`config.mk`:
```
export PLATFORM = sky130hd
export DESIGN_NAME = lif_sweep_seq
export DESIGN_NICKNAME = d
export VERILOG_FILES = /design/src/rtl/lif_sweep_seq.sv
export SDC_FILE = /design/constraint.sdc
export NUM_CORES = 1
export LEC_CHECK = 0
export ABC_AREA = 1
export CELL_PAD_IN_SITES_DETAIL_PLACEMENT = 1
export CELL_PAD_IN_SITES_GLOBAL_PLACEMENT = 1
export CORE_MARGIN = 5
export CORE_UTILIZATION = 33
export DETAILED_ROUTE_END_ITERATION = 8
export HOLD_SLACK_MARGIN = 0.05
export PLACE_DENSITY = 0.84
export SLEW_MARGIN = 30
export SYNTH_ARGS = -nofsm -noshare
export SYNTH_HDL_FRONTEND = slang
export SYNTH_SLANG_ARGS = --single-unit
```
`constraint.sdc`:
```
create_clock -name clk -period 7 [get_ports clk]
set_input_delay 1.4 -clock clk [delete_from_list [all_inputs] [get_ports clk]]
set_output_delay 1.4 -clock clk [all_outputs]
set_load 0.1 [all_outputs]
```
`src/rtl/lif_sweep_seq.sv`:
```
// lif_sweep_seq: sequential leaky integrate-and-fire update of N neurons.
// One neuron is read, integrated, thresholded and written back per cycle.
// Host voltage writes take priority and stall the sweep for that cycle.
module lif_sweep_seq #(
    parameter int                 N          = 32,
    parameter int                 LEAK_SHIFT = 3,
    parameter logic signed [31:0] V_RESET    = 32'sd0
) (
    input  logic               clk,
    input  logic               rst,
    input  logic               start,
    output logic               busy,
    output logic               done,
    output logic [4:0]         ra,
    input  logic signed [31:0] cur_in,
    input  logic signed [31:0] vol_in,
    input  logic signed [31:0] vt_in,
    output logic               vol_we,
    output logic [4:0]         vol_wa,
    output logic [31:0]        vol_wd,
    input  logic               host_req,
    input  logic [4:0]         host_wa,
    input  logic [31:0]        host_wd,
    output logic               host_gnt,
    output logic [31:0]        spike_vec,
    output logic [5:0]         spike_cnt
);

    typedef enum logic [1:0] {
        IDLE = 2'd0,
        RUN  = 2'd1,
        DONE = 2'd2
    } state_t;

    localparam logic [4:0] LAST_IDX = 5'(N - 1);

    // Clamp a 34-bit intermediate into the signed 32-bit range.
    function automatic logic [31:0] sat32(input logic [33:0] x);
        logic [31:0] r;
        if ((x[33:31] == 3'b000) || (x[33:31] == 3'b111)) begin
            r = x[31:0];
        end else if (x[33]) begin
            r = 32'h8000_0000;
        end else begin
            r = 32'h7FFF_FFFF;
        end
        return r;
    endfunction

    state_t      state_q;
    logic [4:0]  idx_q;
    logic        busy_q;
    logic        done_q;
    logic [31:0] spike_vec_q;
    logic [5:0]  spike_cnt_q;

    logic signed [31:0] leak_d;
    logic [33:0]        sum_d;
    logic [31:0]        v_new_d;
    logic               fire_d;
    logic               host_ok_d;
    logic               step_d;

    // Neuron update datapath and sweep-step qualification.
    always_comb begin
        leak_d    = vol_in >>> LEAK_SHIFT;
        sum_d     = {{2{vol_in[31]}}, vol_in} - {{2{leak_d[31]}}, leak_d}
                  + {{2{cur_in[31]}}, cur_in};
        v_new_d   = sat32(sum_d);
        fire_d    = ($signed(v_new_d) >= vt_in);
        host_ok_d = host_req & ~rst;
        step_d    = (state_q == RUN) & ~host_req & ~rst;
    end

    // Register-file port drive: host write wins, otherwise the sweep writes.
    always_comb begin
        ra       = (state_q == RUN) ? idx_q : 5'd0;
        host_gnt = host_ok_d;
        if (host_ok_d) begin
            vol_we = 1'b1;
            vol_wa = host_wa;
            vol_wd = host_wd;
        end else if (step_d) begin
            vol_we = 1'b1;
            vol_wa = idx_q;
            vol_wd = fire_d ? V_RESET : v_new_d;
        end else begin
            vol_we = 1'b0;
            vol_wa = 5'd0;
            vol_wd = 32'h0000_0000;
        end
    end

    // Sweep controller FSM with registered status and spike outputs.
    always_ff @(posedge clk) begin
        if (rst) begin
            state_q     <= IDLE;
            idx_q       <= 5'd0;
            busy_q      <= 1'b0;
            done_q      <= 1'b0;
            spike_vec_q <= 32'h0000_0000;
            spike_cnt_q <= 6'd0;
        end else begin
            case (state_q)
                IDLE: begin
                    done_q <= 1'b0;
                    if (start) begin
                        state_q     <= RUN;
                        idx_q       <= 5'd0;
                        busy_q      <= 1'b1;
                        spike_vec_q <= 32'h0000_0000;
                        spike_cnt_q <= 6'd0;
                    end else begin
                        busy_q <= 1'b0;
                    end
                end
                RUN: begin
                    // A host write this cycle owns the write port: hold position.
                    if (!host_req) begin
                        if (fire_d) begin
                            spike_vec_q[idx_q] <= 1'b1;
                            spike_cnt_q        <= spike_cnt_q + 6'd1;
                        end
                        if (idx_q == LAST_IDX) begin
                            state_q <= DONE;
                            done_q  <= 1'b1;
                            idx_q   <= 5'd0;
                        end else begin
                            idx_q <= idx_q + 5'd1;
                        end
                    end
                end
                DONE: begin
                    state_q <= IDLE;
                    done_q  <= 1'b0;
                    busy_q  <= 1'b0;
                end
                default: begin
                    state_q <= IDLE;
                    idx_q   <= 5'd0;
                    busy_q  <= 1'b0;
                    done_q  <= 1'b0;
                end
            endcase
        end
    end

    assign busy      = busy_q;
    assign done      = done_q;
    assign spike_vec = spike_vec_q;
    assign spike_cnt = spike_cnt_q;

endmodule
```
==> parameters.txt <==
Parameter                              Value

Synth
  Sequential share of the synthesized area    0.1301
  Most frequent cell after synthesis    nand2_1
  Unique masters post-synth    36
  Synthesized instance count    approximately 1200
  Cell type with the highest aggregate area in the netlist    nand2_1
  Total of warnings raised by yosys    0
  Netlist Area Pre-Place    approximately 0.0072 mm2
  Leading post-synthesis cells by cell area    nand2_1 14%, inv_1 13%, dfxtp_1 13%, ha_1 13%, fa_1 8.6%
  Syn avg cell area    6.079 um2
  Net Count, Synth    1432
  Count of flip-flops with a built-in enable after synthesis    0
  Commonest cells in the synthesized netlist    278 x nand2_1, 256 x inv_1, 109 x a21oi_1
  Synth async-reset ratio    0
  Post-synthesis register bit count    47
  Share of the synthesized area in the top cell type    0.1442
  Most used flip-flop cell after synthesis    dfxtp_1

Layout
  Syn-to-layout area delta    91.79%
  Non-filler instance count after layout    ~1900
  Net count of the finished layout    approximately 1900
  Fraction of final layout cells sized beyond drive strength 1    0.4048

CTS
  CTS tree    yes
  Number of clock sinks    47
  Clock latency reported for the late side of the worst-skew pair    about 300 ps
  Total number of H-tree levels    2
  Clock transition at the register clock pins on the worst setup and hold paths after CTS    70 ps
  Clock root cell    clkbuf_16
  TritonCTS buffer count    5
  Number of buffers on the longest clock path    2
  Hold bufs inserted after CTS    0

Global route
  GRT Overall Usage    0.2571
  Number of global-route vias before repair    about 10000
  Met2 usage    0.4755
  First-pass GRT wire length    just over 50 mm
  Initial antenna violation count    1
  Maximum number of pins on one net before global-route repair    39
  Global routing met1 resource utilization    0.2960
  Highest-utilization routing layer at the global route stage    met2
  Met3 Track Usage GR    0.04019
  Leftover overflow at the end of global routing    0

Setup path
  Critical setup path kind    in2out
  Arrival time reported for the critical path endpoint    about 6800 ps
  Most repeated library cell on the critical path    nand2_1
  Total stage count of the critical path    34
  Count of buffering cells on the critical path with inverters included    10
  Top delay family on crit path    simple AND/OR/NAND/NOR gates
  Type of element launching the critical path    primary input
  Largest fanout of any net on the critical path    6
  Data required, critical path    5600 ps
  CP Launch Point    vol_in[15]
  CP peak stage delay    between 700 and 800 ps
  Slowest CP cell    fa_1
  Cell depth of the worst flop-to-flop path    7
  Startpoint of the worst register-to-register path    state_q[0]$_SDFFE_PP0P_
  Worst Setup End Kind    primary output

Run
  Max_cap viols    0

Timing
  Tightest hold margin    between 400 and 500 ps
  Final setup vio count    32
  Final worst-path setup slack    -1169 ps
  Number of max-slew violations in the final report    0
  Unrepaired setup endpoints after global routing    yes
  Maximum achievable frequency    about 120 MHz
  Post-route fraction of the period consumed by the critical path    1.167
  Transition at the pin with the smallest max-transition slack    1027 ps
  Max_slew headroom    0.3130
  Min Clock Period, post-route    8169 ps
  Hold Vio Cnt, Final    0
  Setup clock skew after layout    about 8.0 ps

Die
  Die outline area    roughly 0.025 mm2
  Die Height    158.1 um
  Initial core utilization    0.3336
  Width of the die    around 160 um
  Row count    54
  Core outline area    0.02169 mm2
  Count of boundary I/O pins    between 200 and 250

Drt
  Via count    around 11000
  Initial drt markers    just under 1000
  Residual DRC count    0
  Post-detailed-route via-to-cell ratio    approximately 5.8
  Total routed wirelength    52.58 mm
  Final antenna-violating net count    0
  Detailed-routing iteration count for the pre-antenna-repair pass    5
  WL/cell    around 28 um

Placed design
  Number of port buffers    220
  Post-DP HPWL    approximately 27 mm
  Instance count after placement with tap cells included    approximately 1800
  Final weighted congestion of routability-driven global placement    ~0.86

Outcome
  Status    finished, violations left
  Violated checks    setup timing

Worst hold path
  Number of cells traversed by the worst hold path    2
  Classification of the worst-slack hold path    reg2reg
  Start point of the worst min-delay path    spike_vec[16]$_SDFFE_PP0P_

Power
  Total power density per cell area    ~260 mW/mm2
  Leakage power    about 6.7 nW
  Peak supply drop    0.1337 mV
cells by family (layout without fill, tap and decap cells):
family                     count (synthesis)  count (layout)  share of synthesized area
adders and majority gates                105             105                     0.2138
AOI/OAI and AO/OA                        195             195                     0.1586
DFF                                       47              47                     0.1301
and+or+nand+nor                          522             522                     0.3018
buffers and inverters                    293             716                     0.1619
xor gates and xnor gates                  28              28                    0.03390
other                                      0               1                          0
per-layer routing:
metal,up-vias,wire length (um)
li1,4551,-
met1,5282,17550
met2,745,25120
met3,379,4222
met4,0,5687
met5,-,0
power breakdown:
part           internal [mW]  total [mW]  switching, mW
combinational           1.24        3.08           1.85
sequential             0.272       0.277        0.00559
clock                  0.178       0.293          0.115
final timing paths:
kind / endpoint / slack [ps]
max: vol_wd[17] / -1170
min: spike_vec[16]$_SDFFE_PP0P_ / 450
max reg2reg: spike_vec[21]$_SDFFE_PP0P_ / 3860
min reg2reg: spike_vec[16]$_SDFFE_PP0P_ / 450
flip-flops by register name (all words and copies together) (netlist names):
name and cells:
idx_q 5, spike_vec 32, done 1, busy 1
state_q 2, spike_cnt 6
worst register-to-register path, stage by stage (launching register included):
cell and delay, ps:
dfxtp_1 370, inv_1 80, nor2_1 660, inv_1 530
o21ai_2 470, buf_4 440, nand3_1 250, a21oi_1 230
what timing repair did:
item / 4_1_cts / 5_1_grt
pin swaps: 2 / 167
resized for setup: 42 / 469
endpoints found under the setup margin: 32 / 32
buffers inserted: 1 / 31
gates cloned: 0 / 6
placed cells by master (no fill, tap or decap), types with 19 or more instances in the layout:
master           count
dlymetal6s2s_1      46
nor2_1              81
ha_4                34
buf_4              198
fa_1                29
a21oi_2             38
inv_2               76
ha_1                40
clkdlybuf4s50_1    122
a21oi_1             76
nand3_2             22
nand2_1            184
nand2_2             54
nand3_1             58
inv_1              179
dfxtp_1             47
buf_12              39
nand2_4             46
o21ai_0             19
buf_6               23
area by class of cell:
| cell class | instances | area, um2 |
|---|---|---|
| Fill cell | 2605 | 7814 |
| Clock buffer | 6 | 138.9 |
| Timing Repair Buffer | 449 | 4548 |
| Multi-Input combinational cell | 850 | 6877 |
| Clock inverter | 2 | 35.03 |
| Antenna cell | 1 | 2.502 |
| Sequential cell | 47 | 940.9 |
| Tap cell | 280 | 350.3 |
| Inverter | 259 | 982.2 |
stage by stage:
stage	power, mW	setup TNS [ps]	area [um2]	utilization	setup slack [ps]
4_1_cts	2.707	-17290	11940	0.5507	-589.1
2_1_floorplan	1.470	-47.78	7405	-	-47.78
3_3_place_gp	2.279	-17220	11570	0.5335	-579.7
3_5_place_dp	2.370	-24390	11570	0.5335	-817.4
5_1_grt	3.754	-33000	13870	0.6397	-1149
6_report	3.655	-33360	13870	0.6397	-1169
(Power assumes the default switching activity.)
